===== src/rtl/wb_port_arbiter.sv =====
// Round-robin arbiter sharing the register-file writeback port among NREQ requesters.
// Optional WB_ARB_X0_FILTER_EN: suppress integer write enables targeting register 0.
module wb_port_arbiter #(
    parameter int unsigned NREQ = 3,
    parameter int unsigned DW   = 32,
    parameter int unsigned AW   = 5
) (
    input  logic               clock,
    input  logic               reset_n,
    input  logic [NREQ-1:0]    req_valid,
    output logic [NREQ-1:0]    req_ready,
    input  logic [NREQ*AW-1:0] req_reg,
    input  logic [NREQ*DW-1:0] req_data,
    input  logic [NREQ-1:0]    req_float,
    input  logic               wb_stall,
    output logic [AW-1:0]      write_reg,
    output logic [DW-1:0]      write_data,
    output logic               regwrite,
    output logic               regwrite_float,
    output logic [2:0]         grant_id
);

    localparam int unsigned PW = (NREQ > 1) ? $clog2(NREQ) : 1;

    logic [AW-1:0] reg_arr  [NREQ];
    logic [DW-1:0] data_arr [NREQ];

    logic [PW-1:0] rr_ptr_q, rr_ptr_d;
    logic [AW-1:0] write_reg_q, write_reg_d;
    logic [DW-1:0] write_data_q, write_data_d;
    logic          regwrite_q, regwrite_d;
    logic          regwrite_float_q, regwrite_float_d;
    logic [2:0]    grant_id_q, grant_id_d;

    logic [PW-1:0] gnt_idx_c;
    logic [PW-1:0] scan_idx_c;
    logic          grant_c;

    for (genvar i = 0; i < NREQ; i++) begin : g_unpack
        assign reg_arr[i]  = req_reg[i*AW +: AW];
        assign data_arr[i] = req_data[i*DW +: DW];
    end

    // Search upward from rr_ptr with wrap; first valid requester wins.
    always_comb begin
        grant_c    = 1'b0;
        gnt_idx_c  = '0;
        scan_idx_c = '0;
        req_ready  = '0;
        for (int unsigned k = 0; k < NREQ; k++) begin
            scan_idx_c = PW'((32'(rr_ptr_q) + k) % NREQ);
            if (!grant_c && req_valid[scan_idx_c]) begin
                grant_c   = 1'b1;
                gnt_idx_c = scan_idx_c;
            end
        end
        if (wb_stall || !reset_n) begin
            grant_c = 1'b0;
        end
        if (grant_c) begin
            req_ready[gnt_idx_c] = 1'b1;
        end
    end

    always_comb begin
        write_reg_d      = write_reg_q;
        write_data_d     = write_data_q;
        grant_id_d       = grant_id_q;
        rr_ptr_d         = rr_ptr_q;
        regwrite_d       = 1'b0;
        regwrite_float_d = 1'b0;
        if (grant_c) begin
            write_reg_d      = reg_arr[gnt_idx_c];
            write_data_d     = data_arr[gnt_idx_c];
            grant_id_d       = 3'(gnt_idx_c);
            regwrite_float_d = req_float[gnt_idx_c];
`ifdef WB_ARB_X0_FILTER_EN
            regwrite_d       = !req_float[gnt_idx_c] && (reg_arr[gnt_idx_c] != '0);
`else
            regwrite_d       = !req_float[gnt_idx_c];
`endif
            rr_ptr_d         = (gnt_idx_c == PW'(NREQ - 1)) ? '0 : gnt_idx_c + PW'(1);
        end
    end

    always_ff @(posedge clock or negedge reset_n) begin
        if (!reset_n) begin
            rr_ptr_q         <= '0;
            write_reg_q      <= '0;
            write_data_q     <= '0;
            regwrite_q       <= 1'b0;
            regwrite_float_q <= 1'b0;
            grant_id_q       <= '0;
        end else begin
            rr_ptr_q         <= rr_ptr_d;
            write_reg_q      <= write_reg_d;
            write_data_q     <= write_data_d;
            regwrite_q       <= regwrite_d;
            regwrite_float_q <= regwrite_float_d;
            grant_id_q       <= grant_id_d;
        end
    end

    assign write_reg      = write_reg_q;
    assign write_data     = write_data_q;
    assign regwrite       = regwrite_q;
    assign regwrite_float = regwrite_float_q;
    assign grant_id       = grant_id_q;

endmodule


===== config.mk =====
export PLATFORM = sky130hd
export DESIGN_NAME = wb_port_arbiter
export DESIGN_NICKNAME = d
export VERILOG_FILES = /design/src/rtl/wb_port_arbiter.sv
export SDC_FILE = /design/constraint.sdc
export NUM_CORES = 1
export LEC_CHECK = 0
export CAP_MARGIN = 5
export CORE_UTILIZATION = 40
export DETAILED_ROUTE_END_ITERATION = 10
export GPL_TIMING_DRIVEN = 0
export PLACE_DENSITY = 0.79
export SYNTH_ARGS = -nofsm -noshare
export SYNTH_HDL_FRONTEND = slang
export SYNTH_SLANG_ARGS = --single-unit

===== constraint.sdc =====
create_clock -name clock -period 3.3 [get_ports clock]
set_input_delay 0.825 -clock clock [delete_from_list [all_inputs] [get_ports clock]]
set_output_delay 0.825 -clock clock [all_outputs]
set_load 0.01 [all_outputs]

==> impl_metrics.tcl <==
set metrics [dict create \
    status "finished clean" \
    setup_viol 0 \
    vias 3359 \
    numPlacedInstances 579 \
    max_stage_delay_ns 0.41 \
    wirelength_um 11000 \
    antenna_cells 0 \
    syn_area_per_cell_um2 9.73 \
    synth_edf_count 0 \
    drc 0 \
    place_ws_ns -0.775 \
    rows 31 \
    initial_core_util_pct 41.8 \
    area_growth_pct 66.1 \
    hpwlAfterDp_um 7830 \
    peakVddDrop_uv 390 \
    required_ns 2.47 \
    ys_ff_latch 43 \
    cts_htree_levels 2 \
    power_mw 4.38 \
    netlist.area_leader.share_pct 34.9 \
    gr-total-overflow 0 \
    core_mm2 0.00737 \
    grt_pass1_vias 3522 \
    drv_slew 0 \
    fin_ws_ns 0.0190 \
    max_cap_violations 0 \
    worstHoldPathType "primary input to asynchronous set/reset pin" \
    routabilityCongestion 0.820 \
    first_pass_iters 4 \
    synthFlopType "dfrtp_1" \
    fin_worst_skew_ns 0.00861 \
    slowest_stage "dfrtp_2" \
    fin_cells 596 \
    die_width_um 89.8 \
    synthCells 317 \
    critical_path_class "flip-flop to output port" \
    die_area_mm2 0.00806 \
    period_minus_slack_ns 3.28 \
    cp_top_family "compound AO/OA/AOI/OAI gates" \
    endpoint_kind "output port" \
    grt_max_degree 30 \
    syn_area_mm2 0.00308 \
    synth_nets 441 \
    rsz0062_at_grt "true" \
    min_period_over_period_pct 99.4 \
    cp_num_buf_inv 4 \
    hold_viol_final 0 \
    numCtsBuffers 5 \
    cts_tree "built" \
    drtIter0Drc 125 \
    dpl_cell_area_mm2 0.00484 \
    yosys_warnings 0 \
    portBuffers 162 \
    ant_nets 0 \
    insertion_delay_ns 0.30 \
    dieHeight_um 89.8 \
    start_kind "flip-flop" \
    largest_register_ffs 32 \
    fin_nets 620 \
    tightest_slew_ns 0.573 \
    max_freq_mhz 305 \
    slew_headroom_pct 61.8 \
    fin_area_mm2 0.00512 \
    crit_chain "inv_2 -> ha_1 -> buf_4 -> nand3b_1 -> o21a_1 -> a311o_1 -> buf_6 -> a31oi_4 -> and2_4 -> clkdlybuf4s15_2" \
    antenna_found_initial 0 \
    ys_types 45 \
    ys_async_sr_fraction_pct 100 \
    routedWlPerCell_um 18.5 \
    pin_count 165 \
    netlist_top_cells_area "dfrtp_1 (35%), o41ai_2 (20%), nor3_1 (11%)" \
    p_leak_nw 2.13 \
    grt.total_usage_pct 26.9 \
    yosysTopAreaCell "dfrtp_1" \
    via_per_inst 5.64 \
    grt_first_pass_wirelength_um 17200 \
    root_buffer "clkbuf_8" \
    clkSinkCount 43 \
    clk_path_buf_depth 2 \
    drive_gt1_share_pct 23.1 \
    ys_seq_area_share_pct 34.9 \
    cp_data_arrival_time_ns 2.46 \
    path_max_fanout 9 \
    power.density_mw_per_mm2 855 \
    path_clk_slew_ns 0.09 \
]
-- cell type report --
type                    count  area, um^2
repair buffers            173        1710
well taps                  99         124
multi-input cells         238        1840
flip-flops and latches     43        1080
clock inverters             2        35.0
inverters                   3        11.3
plain buffers              32         240
clock buffers               6        82.6
fillers                   590        2250
-- stage by stage --
stage | utilization [%] | setup TNS (ns) | hold WS, ns
after floorplan | - | 0 | 0.518
after detailed placement | 65.7 | -2.09 | 0.467
after CTS | 68.9 | 0 | 0.386
after global placement | 65.5 | -43.71 | 0.457
after global routing | 69.5 | -0.111 | 0.383
final | 69.5 | 0 | 0.382
-- logic make-up (layout without fill, tap and decap cells) --
logic type	after synthesis	in the layout	synth area share, %
and+or+nand+nor	170	170	27.0
AOI/OAI and AO/OA	58	58	26.8
DFF	43	43	34.9
buffers and inverters	36	216	7.67
muxes	5	5	1.91
adders and majority gates	4	4	1.62
other	1	1	0.122
-- final timing paths --
| path | start | to | slack, ns | cells after the start |
|---|---|---|---|---|
| worst max register to register | rr_ptr_q[0] | write_data[26] | 0.56 | 9 |
| worst min-delay path | reset_n | write_data[28] | 0.38 | 1 |
| max in group asynchronous | reset_n | rr_ptr_q[0] | 2.47 | 2 |
| worst max-delay path | rr_ptr_q[0] | req_ready[1] | 0.02 | 10 |
| worst min register to register | write_reg[0] | write_reg[0] | 0.48 | 2 |
| min in group clock | write_reg[0] | write_reg[0] | 0.48 | 2 |
-- power breakdown --
group          total, mW  switching [mW]  internal [mW]
sequential         0.936           0.155          0.780
clock              0.440           0.195          0.245
combinational       3.00            1.53           1.47
total               4.38            1.88           2.50
-- Yosys cell counts, drive strengths merged, types with 3 or more instances --
cell type,count
nor3,75
dfrtp,43
nand2,40
nor2,40
o41ai,37
buf,26
clkbuf,7
ha,4
mux2i,4
inv,3
-- worst register-to-register path, cell delays in order (launching register included) --
cell	delay (ns)
dfrtp_2	0.44
buf_4	0.14
ha_1	0.23
and2b_2	0.31
a31oi_4	0.06
nor3b_4	0.26
buf_4	0.24
clkbuf_1	0.45
nor3_1	0.12
o41ai_2	0.38
-- repair_timing --
action                     in CTS  in global routing
pin swaps                       4                  2
resized for setup              31                  8
setup buffers                   7                  3
cloned                          0                  0
setup endpoints to repair       3                  3
hold buffers                    0                  0
-- cell usage in the layout, fill, tap and decap left out, drive strengths merged, types with 3 or more instances in the layout --
master,count
nor3,75
nand2,40
dfrtp,43
clkdlybuf4s50,156
nor2,40
clkbuf,13
mux2i,4
buf,39
o41ai,37
ha,4
clkdlybuf4s15,3
inv,3
-- layer usage --
metal	routed length (um)	global-route usage (%)
met5	0	0
met3	685	5.75
met4	306	12.3
met2	5610	47.6
met1	4400	31.1
Note: power is estimated with default switching activity, not from simulation.
